--- config.mk ---
export PLATFORM = sky130hd
export DESIGN_NAME = mem_demux
export DESIGN_NICKNAME = d
export VERILOG_FILES = /design/src/rtl/mem_link_pkg.sv /design/src/rtl/mem_demux_addr_ctr.sv /design/src/rtl/mem_demux.sv
export SDC_FILE = /design/constraint.sdc
export NUM_CORES = 1
export LEC_CHECK = 0
export CORE_ASPECT_RATIO = 0.8
export CORE_MARGIN = 3
export CORE_UTILIZATION = 35
export DETAILED_ROUTE_END_ITERATION = 8
export GPL_TIMING_DRIVEN = 0
export PLACE_DENSITY = 0.56
export SKIP_LAST_GASP = 1
export SYNTH_ARGS = -nofsm -noshare
export SYNTH_HDL_FRONTEND = slang
export SYNTH_SLANG_ARGS = --single-unit
--- constraint.sdc ---
create_clock -name clk -period 3.4 [get_ports clk]
set_input_delay 0.34 -clock clk [delete_from_list [all_inputs] [get_ports clk]]
set_output_delay 0.34 -clock clk [all_outputs]
set_load 0.01 [all_outputs]
--- src/rtl/mem_link_pkg.sv ---
// ============================================================================
// Module      : mem_link_pkg
// Description : Memory-stream link word layout and sel-code decode, shared by
//               the transmit-side mux and the receive-side demux.
// Revision    : 1.0
// ============================================================================
`default_nettype none

package mem_link_pkg;

    localparam int BX_W    = 3;
    localparam int SEL_W   = 4;
    localparam int DAT_W   = 45;
    localparam int NPORTS  = 12;
    localparam int PORT_W  = 4;
    localparam int LINK_W  = BX_W + SEL_W + DAT_W;

    localparam int DAT_LSB = 0;
    localparam int SEL_LSB = DAT_W;
    localparam int BX_LSB  = DAT_W + SEL_W;

    localparam logic [SEL_W-1:0] SEL_IDLE = 4'b0000;

    localparam logic [0:0] ST_IDLE = 1'b0;
    localparam logic [0:0] ST_RUN  = 1'b1;

    function automatic logic sel_legal(input logic [SEL_W-1:0] sel);
        return ((sel >= 4'd1) && (sel <= 4'd9)) || ((sel >= 4'd11) && (sel <= 4'd13));
    endfunction

    // Code 10 is a hole in the map, so codes above it shift down by two.
    function automatic logic [PORT_W-1:0] sel_to_port(input logic [SEL_W-1:0] sel);
        if (sel <= 4'd9) return sel - 4'd1;
        return sel - 4'd2;
    endfunction

endpackage

`default_nettype wire

--- src/rtl/mem_demux_addr_ctr.sv ---
// ============================================================================
// Module      : mem_demux_addr_ctr
// Description : Per-port write address counter with full flag and sticky
//               overflow; clr restarts the port in the same cycle as a write.
// Revision    : 1.0
// ============================================================================
`default_nettype none

module mem_demux_addr_ctr #(
    parameter int ADDR_W = 6
) (
    input  logic              clk,
    input  logic              reset,
    input  logic              clr,
    input  logic              wr,
    output logic [ADDR_W-1:0] addr,
    output logic              wr_ok,
    output logic              ovf
);

    localparam logic [ADDR_W-1:0] c_last = '1;

    logic [ADDR_W-1:0] r_ctr;
    logic              r_full;
    logic              r_ovf;

    logic [ADDR_W-1:0] w_ctr;
    logic              w_full;
    logic              w_ovf;

    assign w_ctr  = clr ? '0   : r_ctr;
    assign w_full = clr ? 1'b0 : r_full;
    assign w_ovf  = clr ? 1'b0 : r_ovf;

    assign addr  = w_ctr;
    assign wr_ok = wr && !w_full;
    assign ovf   = r_ovf;

    always_ff @(posedge clk) begin
        if (reset) begin
            r_ctr  <= '0;
            r_full <= 1'b0;
            r_ovf  <= 1'b0;
        end else begin
            r_ctr  <= w_ctr;
            r_full <= w_full;
            r_ovf  <= w_ovf || (wr && w_full);
            if (wr_ok) begin
                if (w_ctr == c_last) begin
                    r_ctr  <= '0;
                    r_full <= 1'b1;
                end else begin
                    r_ctr <= w_ctr + 1'b1;
                end
            end
        end
    end

endmodule

`default_nettype wire

--- src/rtl/mem_demux.sv ---
// ============================================================================
// Module      : mem_demux
// Description : Memory-stream link receiver demux: routes payloads to 12
//               destination memories with per-BX write addressing.
//               Optional MEM_DEMUX_STATS_EN adds the bx_nwords output.
// Revision    : 1.0
// ============================================================================
`default_nettype none

module mem_demux #(
    parameter int ADDR_W = 6,
    parameter int DAT_W  = 45
) (
    input  logic                                          clk,
    input  logic                                          reset,
    input  logic [mem_link_pkg::LINK_W-1:0]               stream_in,
    input  logic                                          stream_valid,
    output logic [mem_link_pkg::NPORTS-1:0]               wr_en,
    output logic [mem_link_pkg::NPORTS*ADDR_W-1:0]        wr_addr,
    output logic [DAT_W-1:0]                              wr_dat,
    output logic [mem_link_pkg::BX_W-1:0]                 wr_bx,
    output logic                                          bx_start,
    output logic [mem_link_pkg::NPORTS-1:0]               ovf,
    output logic                                          sel_err
`ifdef MEM_DEMUX_STATS_EN
    ,
    output logic [ADDR_W+3:0]                             bx_nwords
`endif
);

    import mem_link_pkg::*;

    logic [BX_W-1:0]            w_bx;
    logic [SEL_W-1:0]           w_sel;
    logic [DAT_W-1:0]           w_dat;
    logic                       w_legal;
    logic                       w_new_bx;
    logic [PORT_W-1:0]          w_port;
    logic [NPORTS-1:0]          w_wr;
    logic [NPORTS-1:0]          w_wr_ok;
    logic [ADDR_W-1:0]          w_addr [NPORTS];

    logic [0:0]                 r_state;
    logic [BX_W-1:0]            r_cur_bx;
    logic [NPORTS-1:0]          r_wr_en;
    logic [NPORTS*ADDR_W-1:0]   r_wr_addr;
    logic [DAT_W-1:0]           r_wr_dat;
    logic [BX_W-1:0]            r_wr_bx;
    logic                       r_bx_start;
    logic                       r_sel_err;

    assign w_bx    = stream_in[BX_LSB +: BX_W];
    assign w_sel   = stream_in[SEL_LSB +: SEL_W];
    assign w_dat   = stream_in[DAT_LSB +: DAT_W];
    assign w_legal = stream_valid && sel_legal(w_sel);
    assign w_port  = sel_to_port(w_sel);

    // Any valid word opens a BX from IDLE, including idle and illegal codes.
    assign w_new_bx = stream_valid && ((r_state == ST_IDLE) || (w_bx != r_cur_bx));

    genvar p;
    generate
        for (p = 0; p < NPORTS; p++) begin : g_port
            assign w_wr[p] = w_legal && (w_port == PORT_W'(p));

            mem_demux_addr_ctr #(
                .ADDR_W (ADDR_W)
            ) u_ctr (
                .clk   (clk),
                .reset (reset),
                .clr   (w_new_bx),
                .wr    (w_wr[p]),
                .addr  (w_addr[p]),
                .wr_ok (w_wr_ok[p]),
                .ovf   (ovf[p])
            );
        end
    endgenerate

    always_ff @(posedge clk) begin
        if (reset) begin
            r_state    <= ST_IDLE;
            r_cur_bx   <= '0;
            r_wr_en    <= '0;
            r_wr_addr  <= '0;
            r_wr_dat   <= '0;
            r_wr_bx    <= '0;
            r_bx_start <= 1'b0;
            r_sel_err  <= 1'b0;
        end else begin
            r_wr_en    <= w_wr_ok;
            for (int i = 0; i < NPORTS; i++) begin
                r_wr_addr[i*ADDR_W +: ADDR_W] <= w_addr[i];
            end
            if (|w_wr_ok) begin
                r_wr_dat <= w_dat;
                r_wr_bx  <= w_bx;
            end
            r_bx_start <= w_new_bx;
            r_sel_err  <= stream_valid && (w_sel != SEL_IDLE) && !sel_legal(w_sel);
            if (w_new_bx) begin
                r_state  <= ST_RUN;
                r_cur_bx <= w_bx;
            end
        end
    end

    assign wr_en    = r_wr_en;
    assign wr_addr  = r_wr_addr;
    assign wr_dat   = r_wr_dat;
    assign wr_bx    = r_wr_bx;
    assign bx_start = r_bx_start;
    assign sel_err  = r_sel_err;

`ifdef MEM_DEMUX_STATS_EN
    logic [ADDR_W+3:0] r_nwords;
    logic [ADDR_W+3:0] r_bx_nwords;

    // Legal words include drops to full ports.
    always_ff @(posedge clk) begin
        if (reset) begin
            r_nwords    <= '0;
            r_bx_nwords <= '0;
        end else if (w_new_bx) begin
            r_bx_nwords <= r_nwords;
            r_nwords    <= w_legal ? (ADDR_W+4)'(1) : '0;
        end else if (w_legal) begin
            r_nwords <= r_nwords + 1'b1;
        end
    end

    assign bx_nwords = r_bx_nwords;
`endif

endmodule

`default_nettype wire

== Word level (Yosys, flattened, before mapping) ==
Cells that the tools add are included.
Widths: inputs -> output; s select.
Storage, ports and cells
  register bits after elaboration: 234
  input bits: 55
  output and inout port bits: 146
Operators by class
  add/subtract/negate cells: 14
  magnitude comparators: 4
  equality and inequality tests: 24
  mux-type cells: 87
  bitwise operators: 1
  reduce and logical (&&, ||, !) cells: 72
Operators by type and width (number)
  $mux 6: 36
  $add 6x1->6 const B: 12
  $eq 6x6->1 const B: 12
  $mux 1: 49
  $logic_and 1x1->1: 42
  $eq 4x3->1 const B: 4
  $eq 4x4->1 const B: 4
  $logic_or 1x1->1: 14
  $logic_not 1->1: 13
  $reduce_or 12->1: 1
  $eq 4x2->1 const B: 2
  $le 4x4->1 const B: 2
  $mux 4: 2
  $eq 4x1->1 const B: 1
  $ge 4x1->1 const B: 1
  $ge 4x4->1 const B: 1
  $logic_not 4->1: 1
  $reduce_bool 4->1: 1
  $sub 4x1->4 const B: 1
  $sub 4x2->4 const B: 1
  $ne 3x3->1: 1
  $not 1->1: 1

== Logic depth before layout (Yosys ltp) ==
Gate-level depths: netlist of run 1.
  word-level depth: 7
  depth in mapped cells: 15
  depth with buffers taken out: 10

== Hierarchy ==
A second synthesis of run 1 with hierarchy kept.
Unflattened totals
  cells, all modules: 1118
  area, all modules: 10314.9 um^2
Modules (own cells, without submodules)
  mem_demux_addr_ctr (g_port[0].u_ctr ...): times used 11, cells an instance 54, area each 469.2 um^2, sequential area each 160.2 um^2
  mem_demux: times used 1, cells an instance 469, area each 4654.5 um^2, sequential area each 2762.6 um^2
  mem_demux_addr_ctr (g_port[9].u_ctr): times used 1, cells an instance 55, area each 499.2 um^2, sequential area each 160.2 um^2

== Worst setup path before layout of run 1 ==
Ideal clock, no wire load.
  path kind: input -> register
  start: in stream_in[51] (netlist bit)
  end: reg g_port[9].u_ctr.r_ctr[5]
  library setup time: 119 ps
  arrival time: 3009 ps
  data required time: 3281 ps
  path slack: 272 ps
  cell stages on the path: 13
  path buffers: 5
  cell sequence: xor2_1 o41ai_2 buf_2 buf_2 buf_2 clkbuf_1 clkbuf_1 and2_1 ha_1 nand3_1 nor3_1 o21ai_0 o221a_2
On the way
  word-level cells in the longest chain between the ends: 7
  elaborated cells between the ends (all ways): 11
RTL lines
  start, declared: RTL line mem_demux.sv:16  | input logic [mem_link_pkg::LINK_W-1:0] stream_in,
  $ne 3x3->1 *: RTL line mem_demux.sv:59  | assign w_new_bx = stream_valid && ((r_state == ST_IDLE) || (w_bx != r_cur_bx));
  $logic_or 1x1->1 *: RTL line mem_demux.sv:59
  $logic_and 1x1->1 *: RTL line mem_demux.sv:59
  $mux 6 *: RTL line mem_demux_addr_ctr.sv:31  | assign w_ctr = clr ? '0 : r_ctr;
  via g_port[9].u_ctr.addr[1]: RTL line mem_demux_addr_ctr.sv:16  | output logic [ADDR_W-1:0] addr,
  $add 6x1->6 / $eq 6x6->1 (equally long branches): RTL line mem_demux_addr_ctr.sv:53, mem_demux_addr_ctr.sv:49
  $mux 6 *: RTL line mem_demux_addr_ctr.sv:49  | if (w_ctr == c_last) begin
  $mux 6 *: RTL line mem_demux_addr_ctr.sv:48  | if (wr_ok) begin
  end signal, assigned: RTL line mem_demux_addr_ctr.sv:45  | r_ctr <= w_ctr;
  end signal, assigned: RTL line mem_demux_addr_ctr.sv:53  | r_ctr <= w_ctr + 1'b1;
  end, declared: RTL line mem_demux_addr_ctr.sv:23  | logic [ADDR_W-1:0] r_ctr;
Mark *: on every way through the listed nets, which the timed path passes. The rest lies on a longest branch.
A chain may end at the register's enable or synchronous reset.

== Worst setup path after layout of run 1 ==
  start: in stream_in[51] (netlist bit)
  end: reg g_port[3].u_ctr.r_ctr[0]
On the way
  word-level cells in the longest chain between the ends: 7
  elaborated cells between the ends (all ways): 11
RTL lines (RTL line)
  $ne 3x3->1: mem_demux.sv:59
  $logic_or 1x1->1: mem_demux.sv:59
  $logic_and 1x1->1: mem_demux.sv:59
  $mux 6: mem_demux_addr_ctr.sv:31
  via g_port[3].u_ctr.addr[1]: mem_demux_addr_ctr.sv:16
  $eq 6x6->1: mem_demux_addr_ctr.sv:49
  $mux 6: mem_demux_addr_ctr.sv:49
  $mux 6: mem_demux_addr_ctr.sv:48
  end signal, assigned: mem_demux_addr_ctr.sv:45
  end signal, assigned: mem_demux_addr_ctr.sv:53
  end, declared: mem_demux_addr_ctr.sv:23
The timed path passes the listed nets, and every way through them passes these cells.

==> results of run 1 <==
-- timing repair --
action,4_1_cts,5_1_grt
setup endpoints to repair,133,75
endpoints found under the hold margin,0,0
gates resized for setup,17,11
setup buffers,4,5
pin swaps,5,5
-- power by group --
part,switching (uW),total [uW],internal (uW)
sequential,40.6,2860,2820
clock,1100,2590,1490
combinational,384,742,357
-- kinds of logic (layout without fill, tap and decap cells) --
logic type	Yosys count	count (layout)	synth area share, %
flip-flops	234	234	49.17
adder cells (fa/ha/maj)	18	18	2.364
XOR/XNOR	35	35	3.217
buffers and inverters	77	327	3.979
AND/OR/NAND/NOR	489	489	28.22
multiplexers	52	52	5.463
AO/OA/AOI/OAI	108	108	7.590
other	0	2	0
-- metrics by stage --
stage	hold WS, ns	util [%]	setup TNS [ns]
2_1_floorplan	0.4209	-	0
3_3_place_gp	0.4484	45.11	-172.22
3_5_place_dp	0.4584	45.11	-173.37
4_1_cts	0.1930	48.41	0
5_1_grt	0.2255	48.67	0
6_report	0.2367	48.69	0
-- worst max-delay path, stage by stage --
cell and delay, ns:
sky130_fd_sc_hd__clkdlybuf4s50_1 0.46, sky130_fd_sc_hd__xor2_1 0.22, sky130_fd_sc_hd__o41ai_4 0.48, sky130_fd_sc_hd__buf_6 0.20
sky130_fd_sc_hd__clkbuf_2 0.28, sky130_fd_sc_hd__clkbuf_2 0.39, sky130_fd_sc_hd__and2_1 0.19, sky130_fd_sc_hd__ha_1 0.19
sky130_fd_sc_hd__and3_1 0.18, sky130_fd_sc_hd__nor3b_1 0.44, sky130_fd_sc_hd__nor3_1 0.09, sky130_fd_sc_hd__a21oi_1 0.13
sky130_fd_sc_hd__nor2_1 0.05
-- final cells by class --
class / count / share of cell area (%)
Clock buffer: 34 / 5.338
Clock inverter: 10 / 0.6103
Buffer: 62 / 2.683
Inverter: 13 / 0.4069
Multi-Input combinational cell: 702 / 35.23
Timing Repair Buffer: 208 / 15.96
Sequential cell: 234 / 36.27
Tap cell: 357 / 3.458
Antenna cell: 2 / 0.03875
-- cell usage in the layout, fill, tap and decap left out, types with 18 or more instances in the layout --
cell,instances
sky130_fd_sc_hd__mux2i_1,52
sky130_fd_sc_hd__nand4_1,24
sky130_fd_sc_hd__nand3_1,32
sky130_fd_sc_hd__clkbuf_16,25
sky130_fd_sc_hd__clkbuf_1,38
sky130_fd_sc_hd__nand2_1,62
sky130_fd_sc_hd__clkdlybuf4s50_1,198
sky130_fd_sc_hd__and2_1,96
sky130_fd_sc_hd__a31oi_1,19
sky130_fd_sc_hd__a21oi_1,40
sky130_fd_sc_hd__dfxtp_1,234
sky130_fd_sc_hd__nand2b_1,99
sky130_fd_sc_hd__nor3_1,23
sky130_fd_sc_hd__buf_4,26
sky130_fd_sc_hd__xnor2_1,18
sky130_fd_sc_hd__nor2_1,93
-- routing by layer --
metal	global-route usage, %	up-vias	wire length, um
met5	0	-	0
met4	3.633	0	455
met3	3.237	35	1446
met2	27.32	216	11710
met1	28.42	3753	14170
li1	-	3909	-
-- sequential cells by signal, indices dropped and copies added (netlist names) --
signal               cells
g_port.u_ctr.r_ctr      72
wr_addr                 72
wr_dat                  45
g_port.u_ctr.ovf        12
g_port.u_ctr.r_full     12
wr_en                   12
r_cur_bx                 3
wr_bx                    3
bx_start                 1
r_state                  1
sel_err                  1
-- worst min-delay path by stage --
| stage | from | end | slack (ns) | cells past startpoint |
|---|---|---|---|---|
| 5_1_grt | stream_valid | r_cur_bx[2]$_SDFFE_PP0P_ | 0.23 | 3 |
| 3_5_place_dp | g_port[8].u_ctr.ovf$_SDFF_PP0_ | g_port[8].u_ctr.ovf$_SDFF_PP0_ | 0.46 | 2 |
| 2_1_floorplan | g_port[1].u_ctr.r_ctr[0]$_SDFF_PP0_ | wr_addr[6]$_SDFF_PP0_ | 0.42 | 1 |
| 6_report | stream_valid | r_state$_SDFFE_PP0P_ | 0.24 | 3 |
| 4_1_cts | stream_valid | r_state$_SDFFE_PP0P_ | 0.19 | 3 |
| 3_3_place_gp | g_port[10].u_ctr.ovf$_SDFF_PP0_ | g_port[10].u_ctr.ovf$_SDFF_PP0_ | 0.45 | 2 |
==> summary.md, run 1 <==
- **required arrival time at the worst endpoint** 3.78 ns
- **synthesized net count** 1086
- **number of flops mapped to enable cells by yosys** 0
- **Detail Placement HPWL** 19740 um
- **leading cell types by total area after synthesis** sky130_fd_sc_hd__dfxtp_1, sky130_fd_sc_hd__nand2b_1, sky130_fd_sc_hd__and2_1
- **post-layout total power** 6193 uW
- **multi-input combinational cell area** 4551 um^2
- **via count normalized by instance count** 4.879
- **clock latency at the later pin of the worst-skew pair** 0.52 ns
- **most frequent cell after synthesis** sky130_fd_sc_hd__dfxtp_1
- **critical path launch point** stream_in[51]
- **flip-flop and latch count after synthesis** 234
- **commonest cells in the synthesized netlist** sky130_fd_sc_hd__dfxtp_1, sky130_fd_sc_hd__nand2b_1, sky130_fd_sc_hd__and2_1
- **post-synthesis cell area** 9528 um^2
- **cell accounting for the most synthesized area** sky130_fd_sc_hd__dfxtp_1
- **wire length of the first global-routing pass** 43150 um
- **RSZ-0062 raised after global routing** no
- **register area** 4684 um^2
- **Worst Skew** 0.01097 ns
- **r2r worst-path depth** 12
- **number of buffers created by CTS** 25
- **io pins** 201
- **initial drt markers** 472
- **via count of the first global-routing pass** 7562
- **Pre-antenna DRT Iters** 7
- **die height** 153.6 um
- **worst r2r dst** g_port[3].u_ctr.r_ctr[0]$_SDFF_PP0_
- **area of the die** 29250 um^2
- **crit path kind** input port to register
- **outcome** complete, no violations
- **proportion of layout cells with a drive suffix above 1** 7.918%
- **Max transition margin** 28.20%
- **Nets** 1319
- **Reg2Reg Setup Slack** 0.12 ns
- **endpoints failing setup** 0
- **mean instance size in the synthesized netlist** 9.406 um^2
- **crit path setup slack, layout** 0.1171 ns
- **total routing resource utilization after global routing** 18.53%
- **post-detailed-routing wire length** 27780 um
- **Pleak** 0.004974 uW
- **port bufs** 199
- **relative area change from synthesis to final layout** 35.56%
- **power per standard cell area** 479.5 nW/um^2
- **worst setup path endpoint** g_port[3].u_ctr.r_ctr[0]$_SDFF_PP0_
- **maximum fanout count along the critical path** 10
- **total placed cells including tap cells** 1569
- **share of Yosys cell area claimed by the top area cell type** 49.17%
- **Filler Cell Count** 2572
- **hold_buf cts** 0
- **actual slew at the worst max-slew pin** 1.073 ns
- **ys async rst share** 0%
- **maximum number of pins on one net before global-route repair** 20
- **H-tree lvl count** 1
- **Initial Utilization** 35.92%
- **post-CTS clock slew at the launch and capture registers of the worst setup and hold paths** 0.06 ns
- **initial antenna violation count** 0
- **Wirelength per Cell** 17.13 um
- **maximum number of buffers from clock root to sink** 3
- **Critical Path Start Type** input port
- **worst r2r src** r_cur_bx[2]$_SDFFE_PP0P_
- **width of the die** 190.5 um
- **time the worst path needs with I/O delays and setup** 3.283 ns
- **number of instances in the synthesized netlist** 1013
- **total global routing overflow** 0
- **cell area after layout** 12920 um^2
- **dominant synthesized flop cell** sky130_fd_sc_hd__dfxtp_1
- **# rows** 53
- **CTS tree** yes
- **CTS sink cnt** 234
- **pre-CTS WS** -2.020 ns
- **CTS root buf** sky130_fd_sc_hd__clkbuf_16
- **count of pins over their slew limit** 0
- **Core Region** 26530 um^2
- **Tcrit/Tclk final** 96.56%
- **vias post-DR** 7913
- **sequential cell area fraction in the yosys report** 49.17%
- **Max Clock Freq** 0.3046 GHz
- **number of max-cap violations** 0
- **Residual DRC** 0
- **Unique masters post-synth** 60
- **Warnings, synthesis** 0
- **arrival time of data at the critical path endpoint** 3.66 ns
- **peak supply drop** 299.9 uV
- **number of antenna-violating nets in the routed design** 0
- **worst min-delay path category** input port to register
- **cell area after placement** 11970 um^2
- **Final Instance Count excl. Fillers** 1622
- **Critical Path Sink Type** register
- **final hold violation count** 0
- **global placement routability congestion** 0.8968
No activity file was read; power rests on OpenSTA's default activity.
==> run 2, diff against run 1 <==
--- a/config.mk
+++ b/config.mk
@@ -10,7 +10,6 @@
 export CORE_UTILIZATION = 35
 export DETAILED_ROUTE_END_ITERATION = 8
 export GPL_TIMING_DRIVEN = 0
-export PLACE_DENSITY = 0.56
 export SKIP_LAST_GASP = 1
 export SYNTH_ARGS = -nofsm -noshare
 export SYNTH_HDL_FRONTEND = slang
==> summary.md, run 2 (synthesis gave the netlist of run 1 again) <==
- **relative area change from synthesis to final layout** 36.35%
- **io pins** 201, unchanged
- **Critical Path Sink Type** register
- **pre-CTS WS** -1.977 ns, +0.04270 ns
- **Residual DRC** 0, unchanged
- **clock latency at the later pin of the worst-skew pair** 0.52 ns, about the same
- **global placement routability congestion** 0.8829, -1.5%
- **peak supply drop** 309.1 uV, +3.1%
- **# rows** 53, unchanged
- **total routing resource utilization after global routing** 18.56%, +0.033 points
- **Initial Utilization** 35.92%, unchanged
- **post-detailed-routing wire length** 27830 um, +0.18%
- **power per standard cell area** 481.0 nW/um^2, +0.31%
- **Max transition margin** 30.16%, +2.0 points
- **post-CTS clock slew at the launch and capture registers of the worst setup and hold paths** 0.06 ns, about the same
- **Nets** 1328, +0.68%
- **crit path setup slack, layout** 0.09905 ns, -0.01800 ns
- **Critical Path Start Type** input port
- **Hold EP** r_cur_bx[1]$_SDFFE_PP0P_
- **width of the die** 190.5 um, unchanged
- **startpoint of the most critical hold path** stream_valid
- **arrival time of data at the critical path endpoint** 3.73 ns, +0.07 ns
- **routed metal-1 wire length** 13720 um, -3.2%
- **number of antenna-violating nets in the routed design** 0, unchanged
- **wire length of the first global-routing pass** 43510 um, +0.83%
- **count of buffer and inverter cells on the critical path** 5, +1
- **Detail Placement HPWL** 19510 um, -1.2%
- **die height** 153.6 um, unchanged
- **required arrival time at the worst endpoint** 3.83 ns, +0.05 ns
- **maximum number of pins on one net before global-route repair** 20, unchanged
- **total global routing overflow** 0, unchanged
- **final core occ** 48.98%, +0.28 points
- **Pre-antenna DRT Iters** 5, -2
- **final hold violation count** 0, unchanged
- **via count normalized by instance count** 4.878, about the same
- **time the worst path needs with I/O delays and setup** 3.301 ns, +0.01800 ns
- **Reg2Reg Setup Slack** 0.21 ns, +0.09 ns
- **number of max-cap violations** 0, unchanged
- **worst min-delay path category** input port to register
- **worst hold path cell count** 3, unchanged
- **routed wire length on met3** 1713 um, +18%
- **Critical Path, Cell by Cell** clkdlybuf4s50_1 > buf_4 > clkinvlp_4 > ha_4 > a211oi_1 > a211o_1 > clkbuf_1 > and4_1 > buf_2 > nand3_2 > or4b_1 > a21oi_1
- **smallest hold slack** 0.2449 ns, +0.008147 ns
- **sum of met2 wire segment lengths after detailed routing** 11580 um, -1.1%
- **outcome** complete, no violations
- **crit-path leading delay family** buffers and inverters
- **worst r2r dst** g_port[9].u_ctr.r_ctr[5]$_SDFF_PP0_
- **maximum fanout count along the critical path** 9, -1
- **count of pins over their slew limit** 0, unchanged
- **CTS root buf** sky130_fd_sc_hd__clkbuf_16
- **cell area after layout** 12990 um^2, +0.58%
- **initial antenna violation count** 1, +1
- **CTS sink cnt** 234, unchanged
- **endpoints failing setup** 0, unchanged
- **via count of the first global-routing pass** 7746, +2.4%
- **CTS tree** yes
- **cell area after placement** 11970 um^2, unchanged
- **CP peak stage delay** 0.52 ns, +0.04 ns
- **actual slew at the worst max-slew pin** 1.044 ns, -0.02930 ns
- **area of the die** 29250 um^2, unchanged
- **post-layout total power** 6249 uW, +0.90%
- **Tcrit/Tclk final** 97.09%, +0.53 points
- **crit path kind** input port to register
- **most common cell after layout, fill and taps aside** sky130_fd_sc_hd__dfxtp_1
- **Filler Cell Count** 2519, -2.1%
- **DR top layer** met4
- **Core Region** 26530 um^2, unchanged
- **Wirelength per Cell** 17.09 um, -0.25%
- **Max Clock Freq** 0.3029 GHz, -0.55%
- **Worst Skew** 0.01405 ns, +0.003084 ns
- **worst r2r src** r_cur_bx[2]$_SDFFE_PP0P_
- **number of buffers created by CTS** 25, unchanged
- **commonest non-fill, non-tap cells in the layout** sky130_fd_sc_hd__dfxtp_1, sky130_fd_sc_hd__clkdlybuf4s50_1, sky130_fd_sc_hd__nand2b_1
- **hold_buf cts** 0, unchanged
- **initial drt markers** 476, +0.85%
- **vias post-DR** 7946, +0.42%
- **maximum number of buffers from clock root to sink** 3, unchanged
- **proportion of layout cells with a drive suffix above 1** 8.891%, +0.97 points
- **slowest stage cell on the critical path** sky130_fd_sc_hd__or4b_1
- **port bufs** 199, unchanged
- **H-tree lvl count** 1, unchanged
- **r2r worst-path depth** 12, unchanged
- **Pleak** 0.005000 uW, +0.52%
==> run 2: metrics by stage <==
step,setup TNS (ns),instances
2_1_floorplan,0,1013
3_3_place_gp,-159.90,1569
3_5_place_dp,-160.34,1569
4_1_cts,-0.002229,1614
5_1_grt,-0.01979,1629
6_report,0,1629
==> run 2: timing repair <==
action,in CTS,in global routing
gates resized for setup,17,12
setup buffers,3,14
setup endpoints to repair,133,88
pin swaps,4,4
cloned,0,0
==> run 2: where the power goes <==
part	total, uW	switching [uW]	internal [uW]
clock	2620	1110	1510
combinational	765	388	377
sequential	2860	40.9	2820
==> run 2: final cells by class <==
| cell class | instances | area, um^2 | area share, % |
|---|---|---|---|
| flip-flops and latches | 234 | 4684 | 36.06 |
| plain buffers | 63 | 346.6 | 2.668 |
| clock inverters | 11 | 88.84 | 0.6838 |
| diodes | 1 | 2.502 | 0.01926 |
| inverters | 13 | 52.55 | 0.4045 |
| well taps | 357 | 446.7 | 3.438 |
| repair buffers | 216 | 2120 | 16.32 |
| clock buffers | 32 | 691.9 | 5.326 |
| multi-input cells | 702 | 4558 | 35.09 |
==> run 2: worst max-delay path by stage <==
stage,end,cells after the start,slack (ns),from
6_report,g_port[7].u_ctr.r_ctr[5]$_SDFF_PP0_,12,0.1,stream_in[45]
5_1_grt,wr_dat[29]$_SDFFE_PP0P_,14,-0.01,stream_in[45]
4_1_cts,g_port[9].u_ctr.r_ctr[5]$_SDFF_PP0_,12,-0.002,r_cur_bx[2]$_SDFFE_PP0P_
3_5_place_dp,g_port[9].u_ctr.r_ctr[5]$_SDFF_PP0_,14,-1.98,stream_in[51]
3_3_place_gp,g_port[9].u_ctr.r_ctr[5]$_SDFF_PP0_,14,-2.02,stream_in[51]
2_1_floorplan,g_port[9].u_ctr.r_ctr[5]$_SDFF_PP0_,13,0.27,stream_in[51]
==> run 2: per-layer routing <==
metal / global-route usage (%) / vias to the layer above
met1: 27.40 / 3712
li1: - / 3929
met3: 3.442 / 53
met2: 27.72 / 252
met4: 5.274 / 0
met5: 0 / -
==> run 2: worst reg2reg max path, stage by stage, from the launching register on <==
cell	delay [ns]
sky130_fd_sc_hd__dfxtp_1	0.31
sky130_fd_sc_hd__xor2_1	0.18
sky130_fd_sc_hd__o41ai_4	0.49
sky130_fd_sc_hd__buf_6	0.19
sky130_fd_sc_hd__buf_4	0.20
sky130_fd_sc_hd__clkbuf_4	0.29
sky130_fd_sc_hd__buf_4	0.26
sky130_fd_sc_hd__and2_1	0.17
sky130_fd_sc_hd__ha_1	0.22
sky130_fd_sc_hd__nand3_1	0.14
sky130_fd_sc_hd__nor3_4	0.23
sky130_fd_sc_hd__o21ai_0	0.13
sky130_fd_sc_hd__o221a_2	0.25
==> run 3, diff against run 2 <==
--- a/config.mk
+++ b/config.mk
@@ -6,7 +6,7 @@
 export NUM_CORES = 1
 export LEC_CHECK = 0
 export CORE_ASPECT_RATIO = 0.8
-export CORE_MARGIN = 3
+export CORE_MARGIN = 4
 export CORE_UTILIZATION = 35
 export DETAILED_ROUTE_END_ITERATION = 8
 export GPL_TIMING_DRIVEN = 0
==> constraint.sdc (replaced) <==
create_clock -name clk -period 4.1 [get_ports clk]
set_input_delay 0.41 -clock clk [delete_from_list [all_inputs] [get_ports clk]]
set_output_delay 0.41 -clock clk [all_outputs]
set_load 0.01 [all_outputs]
==> summary.md, run 3 (synthesis gave the netlist of run 1 again) <==
- **outcome** complete, no violations
- **clock latency at the later pin of the worst-skew pair** 0.53 ns, about the same
- **smallest hold slack** 0.2909 ns, +0.04598 ns
- **global routing met3 resource utilization** 3.781%, +0.34 points
- **arrival time of data at the critical path endpoint** 4.29 ns, +0.56 ns
- **via count normalized by instance count** 4.870, -0.16%
- **most congested layer reported by global routing** met2
- **P_int** 4106 uW, -13%
- **CTS root buf** sky130_fd_sc_hd__clkbuf_16
- **Nets** 1314, -1.1%
- **Pre-antenna DRT Iters** 5, unchanged
- **met2 usage in global routing** 27.30%, -0.42 points
- **io pins** 201, unchanged
- **total routing resource utilization after global routing** 17.78%, -0.78 points
- **Max Clock Freq** 0.2583 GHz
- **Net Sw Frac** 24.13%, -0.51 points
- **via count of the first global-routing pass** 7644, -1.3%
- **count of pins over their slew limit** 0, unchanged
- **time the worst path needs with I/O delays and setup** 3.871 ns
- **hold_buf cts** 0, unchanged
- **Critical Path, Cell by Cell** clkdlybuf4s50_1 > xor2_1 > o41ai_4 > clkbuf_4 > buf_2 > clkbuf_4 > clkbuf_4 > clkbuf_4 > and2_1 > ha_1 > nand3_1 > nor3_2 > o21ai_0 > o221a_2
- **cell area after layout** 12920 um^2, -0.52%
- **proportion of layout cells with a drive suffix above 1** 7.540%, -1.4 points
- **vias post-DR** 7875, -0.89%
- **H-tree lvl count** 1, unchanged
- **global placement routability congestion** 0.9151, +3.6%
- **crit path kind** input port to register
- **number of diodes added for antenna fixing** 0, -1
- **Filler Cell Count** 2556, +1.5%
- **maximum number of pins on one net before global-route repair** 15, -25%
- **switching power total** 1306 uW, -15%
- **worst hold path cell count** 3, unchanged
- **cell area after placement** 11970 um^2, unchanged
- **peak supply drop** 283.1 uV, -8.4%
- **global-route track usage on met1** 25.85%, -1.5 points
- **width of the die** 192.5 um, +1.1%
- **Initial Utilization** 35.92%, unchanged
- **final hold violation count** 0, unchanged
- **relative area change from synthesis to final layout** 35.64%
- **portion of total power attributed to sequential cells** 43.9%, -1.9 points
- **logic depth of the worst path, buffers included** 14, +2
- **CP peak stage delay** 0.53 ns, about the same
- **initial antenna violation count** 2, +1
- **Critical Path Sink Type** register
- **post-CTS clock slew at the launch and capture registers of the worst setup and hold paths** 0.07 ns, about the same
- **crit path setup slack, layout** 0.2286 ns, +0.1295 ns
- **Setup Total Neg Slack** 0 ns, unchanged
- **final core occ** 48.72%, -0.25 points
- **port bufs** 199, unchanged
- **Critical Path Start Type** input port
- **CTS tree** yes
- **Worst Skew** 0.01470 ns, +0.0006427 ns
- **# rows** 53, unchanged
- **power per standard cell area** 418.8 nW/um^2, -13%
- **crit-path leading delay family** buffers and inverters
- **slowest stage cell on the critical path** sky130_fd_sc_hd__o41ai_4
- **total global routing overflow** 0, unchanged
- **Detail Placement HPWL** 19600 um, +0.47%
- **combinational fraction of design power** 11.0%, -1.2 points
- **Tcrit/Tclk final** 94.43%
- **number of buffers created by CTS** 26, +4.0%
- **r2r worst-path depth** 13, +1
- **CTS sink cnt** 234, unchanged
- **most common cell after layout, fill and taps aside** sky130_fd_sc_hd__dfxtp_1
- **Residual DRC** 0, unchanged
- **maximum number of buffers from clock root to sink** 3, unchanged
- **required arrival time at the worst endpoint** 4.52 ns, +0.69 ns
- **endpoints failing setup** 0, unchanged
- **area of the die** 29940 um^2, +2.4%
- **Worst path most repeated cell** sky130_fd_sc_hd__clkbuf_4
- **number of antenna-violating nets in the routed design** 0, unchanged
- **actual slew at the worst max-slew pin** 1.073 ns, +0.02909 ns
- **die height** 155.6 um, +1.3%
- **Wirelength per Cell** 17.08 um, about the same
- **commonest non-fill, non-tap cells in the layout** sky130_fd_sc_hd__dfxtp_1, sky130_fd_sc_hd__clkdlybuf4s50_1, sky130_fd_sc_hd__nand2b_1
- **RSZ-0062 raised after global routing** yes
- **Core Region** 26530 um^2, unchanged
- **count of buffer and inverter cells on the critical path** 6, +1
- **maximum fanout count along the critical path** 10, +1
- **clock network power share** 45.1%, +3.2 points
- **number of max-cap violations** 0, unchanged
- **initial drt markers** 426, -11%
- **Max transition margin** 28.22%, -1.9 points
- **worst min-delay path category** input port to register
- **wire length of the first global-routing pass** 42660 um, -2.0%
- **pre-CTS WS** -1.345 ns, +0.6319 ns
- **post-detailed-routing wire length** 27620 um, -0.77%
- **Pleak** 0.004973 uW, -0.54%
run 3: cell types whose count changed in the layout (fill, tap and decap cells not counted), sizes merged:
cell	before	now
clkinv	9	10
bufinv	1	4
diode	1	0
clkinvlp	3	2
inv	11	13
buf	44	26
clkbuf	68	70
run 3: through the flow:
step           std cells  total power, uW
6_report            1617             5412
3_5_place_dp        1569             3016
2_1_floorplan       1013             2733
5_1_grt             1617             5614
4_1_cts             1616             5477
3_3_place_gp        1569             3010
run 3: tightest hold or removal path: stages:
cell and delay, ns:
sky130_fd_sc_hd__buf_2 0.17, sky130_fd_sc_hd__inv_1 0.11, sky130_fd_sc_hd__a21oi_1 0.07
run 3: layer usage:
metal  wire, um  share of wire [%]
met1      13430                 49
met2      11960                 43
met3       1693                6.1
met4        522                1.9
met5         13              0.047
run 3: final timing paths:
check / start / endpoint / slack [ns]
max: stream_in[51] / g_port[9].u_ctr.r_ctr[5]$_SDFF_PP0_ / 0.23
min: stream_valid / r_state$_SDFFE_PP0P_ / 0.29
max reg2reg: r_cur_bx[2]$_SDFFE_PP0P_ / g_port[9].u_ctr.r_ctr[5]$_SDFF_PP0_ / 0.31
min reg2reg: g_port[1].u_ctr.r_ctr[0]$_SDFF_PP0_ / wr_addr[6]$_SDFF_PP0_ / 0.47
run 3: what timing repair did:
action | in CTS | in global routing
buffers inserted | 0 | 1
gates resized for setup | 5 | 10
setup endpoints to repair | 69 | 48
pin swaps | 0 | 1
run 3: area by class of cell:
class	instances	area (um^2)	area share [%]
buffer	64	345.3	2.672
clock buffer	31	700.7	5.422
clock inverter	16	202.7	1.568
inverter	13	48.80	0.3776
multi-input combinational	702	4496	34.79
sequential	234	4684	36.25
tap	357	446.7	3.456
timing repair buffer	200	1999	15.47
run 3: power by group through the flow:
stage,clock network [uW],registers (uW),logic [uW]
floorplan,0,2450,281
finish,2440,2380,595
global route,2590,2380,639
CTS,2510,2380,595
global placement,0,2420,586
detailed placement,0,2430,590
